===== src/rtl/sram_regfile_mover_pkg.sv =====
// Shared constants and FSM encoding for the SRAM <-> register-file block mover.
package sram_regfile_mover_pkg;

  localparam int ADDR_W     = 11;
  localparam int REG_AW     = 5;
  localparam int CNT_W      = 6;
  localparam int REGS       = 32;
  localparam int SRAM_WORDS = 2048;

  localparam logic [CNT_W-1:0] MAX_XFER = CNT_W'(REGS);

  typedef enum logic [2:0] {
    ST_IDLE    = 3'd0,
    ST_LD_ADDR = 3'd1,
    ST_LD_WB   = 3'd2,
    ST_ST_WR   = 3'd3,
    ST_FIN     = 3'd4
  } state_t;

  // A transfer never moves more than one full register file.
  function automatic logic [CNT_W-1:0] sat_count(input logic [CNT_W-1:0] c);
    return (c > MAX_XFER) ? MAX_XFER : c;
  endfunction

endpackage


===== src/rtl/sram_regfile_mover_if.sv =====
// Control, SRAM and register-file signals of the block mover in one bundle.
// Handshake: start is a request sampled only while the mover is idle (busy=0); there is no
// ready/backpressure, a start seen while busy is dropped, and done pulses once per accepted start.
interface sram_regfile_mover_if;
  import sram_regfile_mover_pkg::*;

  logic               start;
  logic               dir;
  logic [ADDR_W-1:0]  sram_base;
  logic [REG_AW-1:0]  reg_base;
  logic [CNT_W-1:0]   count;
  logic               busy;
  logic               done;
  logic [ADDR_W-1:0]  sram_adx;
  logic               sram_we_n;
  logic [15:0]        sram_wdata;
  logic [15:0]        sram_rdata;
  logic [REG_AW-1:0]  reg_rd_adx;
  logic [31:0]        reg_rd_data;
  logic               reg_wr_en;
  logic [REG_AW-1:0]  reg_wr_adx;
  logic [31:0]        reg_wr_data;
  state_t             dbg_state;

  modport master (
    output start, dir, sram_base, reg_base, count, sram_rdata, reg_rd_data,
    input  busy, done, sram_adx, sram_we_n, sram_wdata,
           reg_rd_adx, reg_wr_en, reg_wr_adx, reg_wr_data, dbg_state
  );

  modport slave (
    input  start, dir, sram_base, reg_base, count, sram_rdata, reg_rd_data,
    output busy, done, sram_adx, sram_we_n, sram_wdata,
           reg_rd_adx, reg_wr_en, reg_wr_adx, reg_wr_data, dbg_state
  );

endinterface


===== src/rtl/sram_regfile_mover.sv =====
// Block-transfer sequencer: moves up to 32 words between SRAM and the register file.
// Loads take two cycles per word (address, then write-back of the registered SRAM data); stores take one.
module sram_regfile_mover
  import sram_regfile_mover_pkg::*;
(
  input logic                 clk,
  input logic                 rst,
  sram_regfile_mover_if.slave bus
);

  state_t             state_q, state_d;
  logic [ADDR_W-1:0]  sram_ptr_q, sram_ptr_d;
  logic [REG_AW-1:0]  reg_ptr_q, reg_ptr_d;
  logic [CNT_W-1:0]   remain_q, remain_d;
  logic [CNT_W-1:0]   start_cnt;
  logic [15:0]        unused_rd_hi;

  assign start_cnt    = sat_count(bus.count);
  assign unused_rd_hi = bus.reg_rd_data[31:16];

  always_ff @(posedge clk or posedge rst) begin
    if (rst) begin
      state_q    <= ST_IDLE;
      sram_ptr_q <= '0;
      reg_ptr_q  <= '0;
      remain_q   <= '0;
    end else begin
      state_q    <= state_d;
      sram_ptr_q <= sram_ptr_d;
      reg_ptr_q  <= reg_ptr_d;
      remain_q   <= remain_d;
    end
  end

  always_comb begin
    state_d    = state_q;
    sram_ptr_d = sram_ptr_q;
    reg_ptr_d  = reg_ptr_q;
    remain_d   = remain_q;
    unique case (state_q)
      ST_IDLE: begin
        if (bus.start) begin
          sram_ptr_d = bus.sram_base;
          reg_ptr_d  = bus.reg_base;
          remain_d   = start_cnt;
          if (start_cnt == '0)  state_d = ST_FIN;
          else if (bus.dir)     state_d = ST_ST_WR;
          else                  state_d = ST_LD_ADDR;
        end
      end
      ST_LD_ADDR: state_d = ST_LD_WB;
      ST_LD_WB: begin
        // Pointers wrap naturally at their widths; no overflow is flagged.
        sram_ptr_d = sram_ptr_q + 1'b1;
        reg_ptr_d  = reg_ptr_q + 1'b1;
        remain_d   = remain_q - 1'b1;
        state_d    = (remain_q > CNT_W'(1)) ? ST_LD_ADDR : ST_FIN;
      end
      ST_ST_WR: begin
        sram_ptr_d = sram_ptr_q + 1'b1;
        reg_ptr_d  = reg_ptr_q + 1'b1;
        remain_d   = remain_q - 1'b1;
        state_d    = (remain_q > CNT_W'(1)) ? ST_ST_WR : ST_FIN;
      end
      ST_FIN:  state_d = ST_IDLE;
      default: state_d = ST_IDLE;
    endcase
  end

  always_comb begin
    bus.sram_adx    = '0;
    bus.sram_we_n   = 1'b1;
    bus.sram_wdata  = '0;
    bus.reg_rd_adx  = '0;
    bus.reg_wr_en   = 1'b0;
    bus.reg_wr_adx  = '0;
    bus.reg_wr_data = '0;
    bus.done        = 1'b0;
    unique case (state_q)
      ST_LD_ADDR: begin
        bus.sram_adx = sram_ptr_q;
      end
      ST_LD_WB: begin
        bus.reg_wr_en   = 1'b1;
        bus.reg_wr_adx  = reg_ptr_q;
        bus.reg_wr_data = {16'h0000, bus.sram_rdata};
      end
      ST_ST_WR: begin
        // Only the low half of each register fits the 16-bit SRAM word.
        bus.reg_rd_adx = reg_ptr_q;
        bus.sram_adx   = sram_ptr_q;
        bus.sram_we_n  = 1'b0;
        bus.sram_wdata = bus.reg_rd_data[15:0];
      end
      ST_FIN:  bus.done = 1'b1;
      default: ;
    endcase
  end

  assign bus.busy      = (state_q != ST_IDLE);
  assign bus.dbg_state = state_q;

endmodule

===== src/flat_wrapper.sv =====
// flat-port wrapper written by rule: the top's interface ports become plain ports
module sram_regfile_mover_flat import sram_regfile_mover_pkg::*;
  (clk, rst, bus_start, bus_dir, bus_sram_base, bus_reg_base, bus_count, bus_sram_rdata, bus_reg_rd_data, bus_busy, bus_done, bus_sram_adx, bus_sram_we_n, bus_sram_wdata, bus_reg_rd_adx, bus_reg_wr_en, bus_reg_wr_adx, bus_reg_wr_data, bus_dbg_state);
  sram_regfile_mover_if bus_i ();
  input logic clk;
  input logic rst;
  input wire logic [$bits(bus_i.start)-1:0] bus_start;
  input wire logic [$bits(bus_i.dir)-1:0] bus_dir;
  input wire logic [$bits(bus_i.sram_base)-1:0] bus_sram_base;
  input wire logic [$bits(bus_i.reg_base)-1:0] bus_reg_base;
  input wire logic [$bits(bus_i.count)-1:0] bus_count;
  input wire logic [$bits(bus_i.sram_rdata)-1:0] bus_sram_rdata;
  input wire logic [$bits(bus_i.reg_rd_data)-1:0] bus_reg_rd_data;
  output wire logic [$bits(bus_i.busy)-1:0] bus_busy;
  output wire logic [$bits(bus_i.done)-1:0] bus_done;
  output wire logic [$bits(bus_i.sram_adx)-1:0] bus_sram_adx;
  output wire logic [$bits(bus_i.sram_we_n)-1:0] bus_sram_we_n;
  output wire logic [$bits(bus_i.sram_wdata)-1:0] bus_sram_wdata;
  output wire logic [$bits(bus_i.reg_rd_adx)-1:0] bus_reg_rd_adx;
  output wire logic [$bits(bus_i.reg_wr_en)-1:0] bus_reg_wr_en;
  output wire logic [$bits(bus_i.reg_wr_adx)-1:0] bus_reg_wr_adx;
  output wire logic [$bits(bus_i.reg_wr_data)-1:0] bus_reg_wr_data;
  output wire logic [$bits(bus_i.dbg_state)-1:0] bus_dbg_state;
  assign bus_i.start = bus_start;
  assign bus_i.dir = bus_dir;
  assign bus_i.sram_base = bus_sram_base;
  assign bus_i.reg_base = bus_reg_base;
  assign bus_i.count = bus_count;
  assign bus_i.sram_rdata = bus_sram_rdata;
  assign bus_i.reg_rd_data = bus_reg_rd_data;
  assign bus_busy = bus_i.busy;
  assign bus_done = bus_i.done;
  assign bus_sram_adx = bus_i.sram_adx;
  assign bus_sram_we_n = bus_i.sram_we_n;
  assign bus_sram_wdata = bus_i.sram_wdata;
  assign bus_reg_rd_adx = bus_i.reg_rd_adx;
  assign bus_reg_wr_en = bus_i.reg_wr_en;
  assign bus_reg_wr_adx = bus_i.reg_wr_adx;
  assign bus_reg_wr_data = bus_i.reg_wr_data;
  assign bus_dbg_state = bus_i.dbg_state;
  sram_regfile_mover u_core (.clk(clk), .rst(rst), .bus(bus_i));
endmodule

===== config.mk =====
export PLATFORM = sky130hd
export DESIGN_NAME = sram_regfile_mover_flat
export DESIGN_NICKNAME = d
export VERILOG_FILES = /design/src/rtl/sram_regfile_mover_pkg.sv /design/src/rtl/sram_regfile_mover_if.sv /design/src/rtl/sram_regfile_mover.sv /design/src/flat_wrapper.sv
export SDC_FILE = /design/constraint.sdc
export NUM_CORES = 1
export LEC_CHECK = 0
export CORE_AREA = 2 2 77 79
export DETAILED_ROUTE_END_ITERATION = 10
export DIE_AREA = 0 0 79 81
export PLACE_DENSITY = 0.84
export RECOVER_POWER = 25
export SYNTH_ARGS = -nofsm -noshare
export SYNTH_HDL_FRONTEND = slang
export SYNTH_SLANG_ARGS = --single-unit

===== constraint.sdc =====
create_clock -name clk -period 2.8 [get_ports clk]
set_clock_uncertainty 0.15 [all_clocks]
set_input_delay 0.42 -clock clk [delete_from_list [all_inputs] [get_ports clk]]
set_output_delay 0.42 -clock clk [all_outputs]
set_load 0.01 [all_outputs]

==> Word-level counts from Yosys, hierarchy flattened <==
Cells that the tools add are included.
{ "op_classes": {"order_cmp": 2, "muxes": 21, "n_reduce_logical": 7, "add_sub_neg": 3, "eq_ne": 5} }
{ "ops": {"columns": ["cell", "count"], "rows": [
  ["16-bit two-way mux", 2],
  ["11-bit two-way mux", 2],
  ["11-bit case mux with 2 select lines", 1],
  ["5-bit two-way mux", 3],
  ["3-bit two-way mux", 4],
  ["6-bit two-way mux", 2],
  ["3-bit case mux with 4 select lines", 1],
  ["6-bit case mux with 2 select lines", 1],
  ["11-bit by 1-bit adder with 11-bit output (second input constant)", 1],
  ["5-bit case mux with 2 select lines", 1],
  ["3-bit by 2-bit equality test with 1-bit output (second input constant)", 2],
  ["6-bit by 1-bit greater-than comparator with 1-bit output (second input constant)", 1],
  ["6-bit greater-than comparator (second input constant)", 1],
  ["6-bit zero test", 1],
  ["6-bit by 1-bit subtractor with 6-bit output (second input constant)", 1],
  ["5-bit by 1-bit adder with 5-bit output (second input constant)", 1],
  ["2-bit OR reduction", 2],
  ["3-bit by 1-bit equality test with 1-bit output (second input constant)", 1],
  ["3-bit equality test (second input constant)", 1],
  ["3-bit zero test", 1],
  ["1-bit two-way mux", 3],
  ["3-bit nonzero test", 1],
  ["2-bit two-way mux", 1],
  ["2-bit inequality test (second input constant)", 1],
  ["2 further kinds", 2]
]} }
{ "totals": {"word_cells": 42, "out_inout_bits": 76, "register_bits": 25} }

==> Longest topological paths before layout <==
{ "logic_depth": {"depth_word": 6, "depth_mapped": 6} }

==> Worst setup path after synthesis <==
Ideal clock, no wire load.
{ "synth_path": {"kind": "register to output", "from": "reg u_core.state_q[2] (netlist: u_core.bus.dbg_state[2])", "to": "out bus_reg_wr_data[10]", "path_stages_with_launch": 5, "slack_ps": 949, "arrival_time_ps": 1281, "n_path_buf": 1, "cell_sequence": "dfrtp_1 -> nand2b_1 -> nor2_1 -> clkbuf_1 -> and2_1"} }
{ "synth_via": {"elab_chain_cells": 2} }
{ "synth_lines": {"columns": ["element", "line", "source"], "rows": [
  ["start: declaration", "sram_regfile_mover.sv:11", "state_t state_q, state_d;"],
  ["start signal: assignment", "sram_regfile_mover.sv:28", "state_q <= state_d;"],
  ["3-bit by 2-bit equality test with 1-bit output", "sram_regfile_mover.sv:79", "unique case (state_q)"],
  ["16-bit two-way mux", "sram_regfile_mover.sv:79", null],
  ["end: declaration", "flat_wrapper.sv:22", "output wire logic [$bits(bus_i.reg_wr_data)-1:0] bus_reg_wr_data;"]
]} }
Every way passes these cells.

==> Final worst setup path <==
{ "layout_path": {"from": "reg u_core.state_q[2] (netlist: u_core.bus.dbg_state[2])", "to": "out bus_reg_wr_data[12]"} }
The elaborated chain is that of the path after synthesis.

==> metrics.json <==
{
  "combinationalPowerShare": {"value": 0.705},
  "drv_cap": {"value": 0},
  "detailedRoute.firstPassIterationCount": {"value": 4},
  "place.gp.congestion": {"value": 0.847},
  "layout-drive-gt1-share": {"value": 0.0375},
  "design.die.area": {"value": 6400, "unit": "um2"},
  "wire_per_inst": {"value": 14.1, "unit": "um"},
  "1st_iter_drt_viols": {"value": 178},
  "synth_top_cell_area_share": {"value": 0.313},
  "syn_avg_cell_area": {"value": 7.64, "unit": "um2"},
  "tritoncts_clock_tree": {"value": "built"},
  "standard_cell_rows": {"value": 28},
  "final.setup.tns": {"value": 0, "unit": "ns"},
  "synth_top_family_by_area": {"value": "simple AND/OR/NAND/NOR gates"},
  "final.setup.worst_slack": {"value": 0.217, "unit": "ns"},
  "layout.cell_area.non_filler": {"value": 3240, "unit": "um2"},
  "worst_skew_pair.late_latency": {"value": 0.28, "unit": "ns"},
  "syn2layout_area_growth": {"value": 61.8, "unit": "%"},
  "clock-root-buffer": {"value": "sky130_fd_sc_hd__clkbuf_8"},
  "postRouteAntennaNets": {"value": 0},
  "dr_total_vias": {"value": 2266},
  "maxSlewHeadroom": {"value": 0.0745},
  "dpl_worst_slack": {"value": 0.535, "unit": "ns"},
  "num_antenna_cells": {"value": 0},
  "layout.cells.most_common": {"value": "sky130_fd_sc_hd__clkdlybuf4s50_1"},
  "dp_hpwl": {"value": 4.75, "unit": "mm"},
  "total_clock_buffers_created_by_cts": {"value": 3},
  "post_synth_fa_ha_maj_area_fraction": {"value": 0.0250},
  "floorplan.initialDensity": {"value": 0.353},
  "worstHoldPathType": {"value": "reg2reg"},
  "route.detailed.vias_per_inst": {"value": 5.06},
  "grt_pass1_vias": {"value": 1960},
  "clockBufferDepth": {"value": 2},
  "synth-seq-area-share": {"value": 0.313},
  "grt_start_max_net_pins": {"value": 34},
  "synth-compound-area-share": {"value": 0.198},
  "die-width": {"value": 79, "unit": "um"},
  "netSwitchingPower": {"value": 0.00153, "unit": "W"},
  "outcome": {"value": "completed"},
  "setup.worst_path.end_class": {"value": "output port"},
  "seq_power_share": {"value": 0.228},
  "ys_top_cells_by_area": {"value": "sky130_fd_sc_hd__dfrtp_1 (31%), sky130_fd_sc_hd__and2_1 (10%), sky130_fd_sc_hd__and3_1 (6.6%), sky130_fd_sc_hd__buf_4 (6.0%), sky130_fd_sc_hd__a21oi_1 (4.3%)"},
  "cp_max_fo": {"value": 22},
  "layout_worst_path_cycle_share": {"value": 0.923},
  "nets_final": {"value": 452},
  "grt_util_met2": {"value": 0.318},
  "die_h": {"value": 81, "unit": "um"},
  "cp.arrival": {"value": 2.01, "unit": "ns"},
  "globalRouteOverflowTotal": {"value": 0},
  "grt_antenna_before_repair": {"value": 0},
  "clock.fmax": {"value": 387, "unit": "MHz"},
  "pin_count": {"value": 150},
  "postSynthRegisterBits": {"value": 25},
  "postCtsSetupBuffers": {"value": 0},
  "hold_slack": {"value": 0.393, "unit": "ns"},
  "report.final.slew_viol_count": {"value": 0},
  "clk_transition_reported_paths": {"value": 0.10, "unit": "ns"},
  "final_setup_fails": {"value": 0},
  "cts.sinks": {"value": 25},
  "resized_after_cts": {"value": 0},
  "grtUsageMet1": {"value": 0.256},
  "static-leakage-power": {"value": 1.36, "unit": "nW"},
  "post_synthesis_simple_gate_area_fraction": {"value": 0.338},
  "netSwitchingFraction": {"value": 0.450},
  "syn_area": {"value": 2000, "unit": "um2"},
  "global_route_usage_sum": {"value": 0.189},
  "timing_worst_slew_pin_value": {"value": 1.39, "unit": "ns"},
  "power.clock.fraction": {"value": 0.067},
  "remaining_drc_errors": {"value": 0},
  "grt_setup_unrepaired": {"value": "false"},
  "synth-warning-count": {"value": 0},
  "power.ir.vdd_worst": {"value": 0.000474, "unit": "V"},
  "hold_buffers": {"value": 0},
  "grt_pass1_wl": {"value": 9.76, "unit": "mm"},
  "xor_xnor_portion_of_the_synthesized_cell_area": {"value": 0.00438},
  "period_needed": {"value": 2.58, "unit": "ns"},
  "synth.largest_area_cell": {"value": "sky130_fd_sc_hd__dfrtp_1"},
  "busiest_layer": {"value": "met2"},
  "highest_count_cells_in_the_layout_ignoring_fill_and_taps": {"value": "sky130_fd_sc_hd__clkdlybuf4s50_1 (115), sky130_fd_sc_hd__and2_1 (32), sky130_fd_sc_hd__dfrtp_1 (25)"},
  "place.port_buffers": {"value": 117},
  "placement.cell_area": {"value": 3190, "unit": "um2"},
  "cts_max_level": {"value": 1},
  "muxShareOfSynthArea": {"value": 0.00500},
  "global_route.usage.met3": {"value": 0.0300},
  "worst-endpoint-required": {"value": 2.23, "unit": "ns"},
  "post_synth_inst_count": {"value": 262},
  "finalHoldViolations": {"value": 0},
  "crit_type": {"value": "reg2out"},
  "cell_internal_power": {"value": 0.00187, "unit": "W"},
  "wl": {"value": 6.31, "unit": "mm"},
  "power_per_cell_area": {"value": 1050, "unit": "nW/um2"},
  "floorplan.core_area": {"value": 5680, "unit": "um2"},
  "cp-start-kind": {"value": "flop"},
  "post_synth_num_cell_types": {"value": 42}
}
==> cells in the mapped netlist <==
master / number
sky130_fd_sc_hd__ha_1: 4
sky130_fd_sc_hd__o32ai_1: 1
sky130_fd_sc_hd__a21oi_2: 1
sky130_fd_sc_hd__a211oi_1: 7
sky130_fd_sc_hd__nand2b_1: 2
sky130_fd_sc_hd__a21oi_1: 17
sky130_fd_sc_hd__o2bb2ai_1: 1
sky130_fd_sc_hd__a31oi_1: 7
sky130_fd_sc_hd__buf_4: 16
sky130_fd_sc_hd__o22a_1: 1
sky130_fd_sc_hd__a22oi_1: 1
sky130_fd_sc_hd__nand2_1: 21
sky130_fd_sc_hd__nand4_1: 2
sky130_fd_sc_hd__nand4b_1: 1
sky130_fd_sc_hd__or3_1: 4
sky130_fd_sc_hd__o21ai_0: 11
sky130_fd_sc_hd__clkbuf_1: 10
sky130_fd_sc_hd__o22ai_1: 3
sky130_fd_sc_hd__a41oi_1: 1
sky130_fd_sc_hd__and2_1: 32
sky130_fd_sc_hd__a21o_1: 1
sky130_fd_sc_hd__or4_1: 1
sky130_fd_sc_hd__buf_2: 7
sky130_fd_sc_hd__nor2b_1: 2
sky130_fd_sc_hd__nor2_1: 22
sky130_fd_sc_hd__and4_1: 1
sky130_fd_sc_hd__and3_1: 21
sky130_fd_sc_hd__nand3_1: 6
sky130_fd_sc_hd__o311ai_0: 2
sky130_fd_sc_hd__nor3_1: 5
sky130_fd_sc_hd__nand4_2: 1
sky130_fd_sc_hd__nor4_1: 2
sky130_fd_sc_hd__o31ai_1: 2
sky130_fd_sc_hd__nor3b_1: 2
sky130_fd_sc_hd__mux2i_1: 1
sky130_fd_sc_hd__a2bb2oi_1: 3
sky130_fd_sc_hd__inv_1: 10
sky130_fd_sc_hd__a311oi_1: 1
sky130_fd_sc_hd__xnor2_1: 1
sky130_fd_sc_hd__o211ai_1: 2
sky130_fd_sc_hd__dfrtp_1: 25
sky130_fd_sc_hd__conb_1: 1
==> critical path, cell delays in order, from the launching register on <==
cell and delay, ns:
sky130_fd_sc_hd__dfrtp_1 0.51, sky130_fd_sc_hd__nand2b_1 0.21, sky130_fd_sc_hd__nor2_1 0.10, sky130_fd_sc_hd__buf_4 0.22, sky130_fd_sc_hd__and2_1 0.16, sky130_fd_sc_hd__clkdlybuf4s50_1 0.53
==> routing by layer <==
metal | vias to the layer above | part of all wire | wire, um
li1 | 1113 | - | -
met1 | 1048 | 0.42 | 2680
met2 | 101 | 0.49 | 3110
met3 | 4 | 0.076 | 480
met4 | 0 | 0.0067 | 42
met5 | - | 0 | 0
==> cell type report <==
cell class	instances	area, um2
Clock buffer	3	41.3
Multi-Input combinational cell	209	1200
Inverter	10	37.5
Tap cell	75	93.8
Sequential cell	25	626
Fill cell	533	2440
Timing Repair Buffer	125	1230
Clock inverter	1	7.51
==> kinds of logic after synthesis <==
family,count (synthesis)
AO/OA/AOI/OAI,62
flip-flops,25
buffers and inverters,43
AND/OR/NAND/NOR,125
XOR/XNOR,1
multiplexers,1
other,1
adder cells (fa/ha/maj),4
==> metrics by stage <==
step / total power (W) / util / cells
after floorplan: 0.00210 / - / 277
after global placement: 0.00310 / 0.562 / 444
after detailed placement: 0.00317 / 0.562 / 444
after CTS: 0.00340 / 0.571 / 448
after global routing: 0.00369 / 0.570 / 448
final: 0.00340 / 0.570 / 448
==> worst paths after layout <==
check	start	endpoint	slack, ns	cells past startpoint
setup / recovery	u_core.bus.dbg_state[2]	bus_reg_wr_data[12]	0.22	5
hold / removal	u_core.remain_q[4]	u_core.remain_q[4]	0.39	2
max in group asynchronous	rst	u_core.reg_ptr_q[4]	0.80	3
min in group asynchronous	rst	u_core.bus.dbg_state[0]	0.89	3
setup reg to reg	u_core.bus.dbg_state[1]	u_core.sram_ptr_q[3]	0.61	6
hold reg to reg	u_core.remain_q[4]	u_core.remain_q[4]	0.39	2
==> flip-flops by register name (all words and copies together) (netlist names) <==
register              cells
u_core.sram_ptr_q        11
u_core.reg_ptr_q          5
u_core.bus.dbg_state      3
u_core.remain_q           6
==> power groups by stage <==
stage                     logic [W]  registers (W)  clock network, W
final                       0.00239       0.000773          0.000229
after global routing        0.00264       0.000814          0.000241
after CTS                   0.00240       0.000770          0.000229
after detailed placement    0.00239       0.000775                 0
after global placement      0.00233       0.000763                 0
after floorplan             0.00138       0.000721                 0
Note: power is estimated with default switching activity, not from simulation.
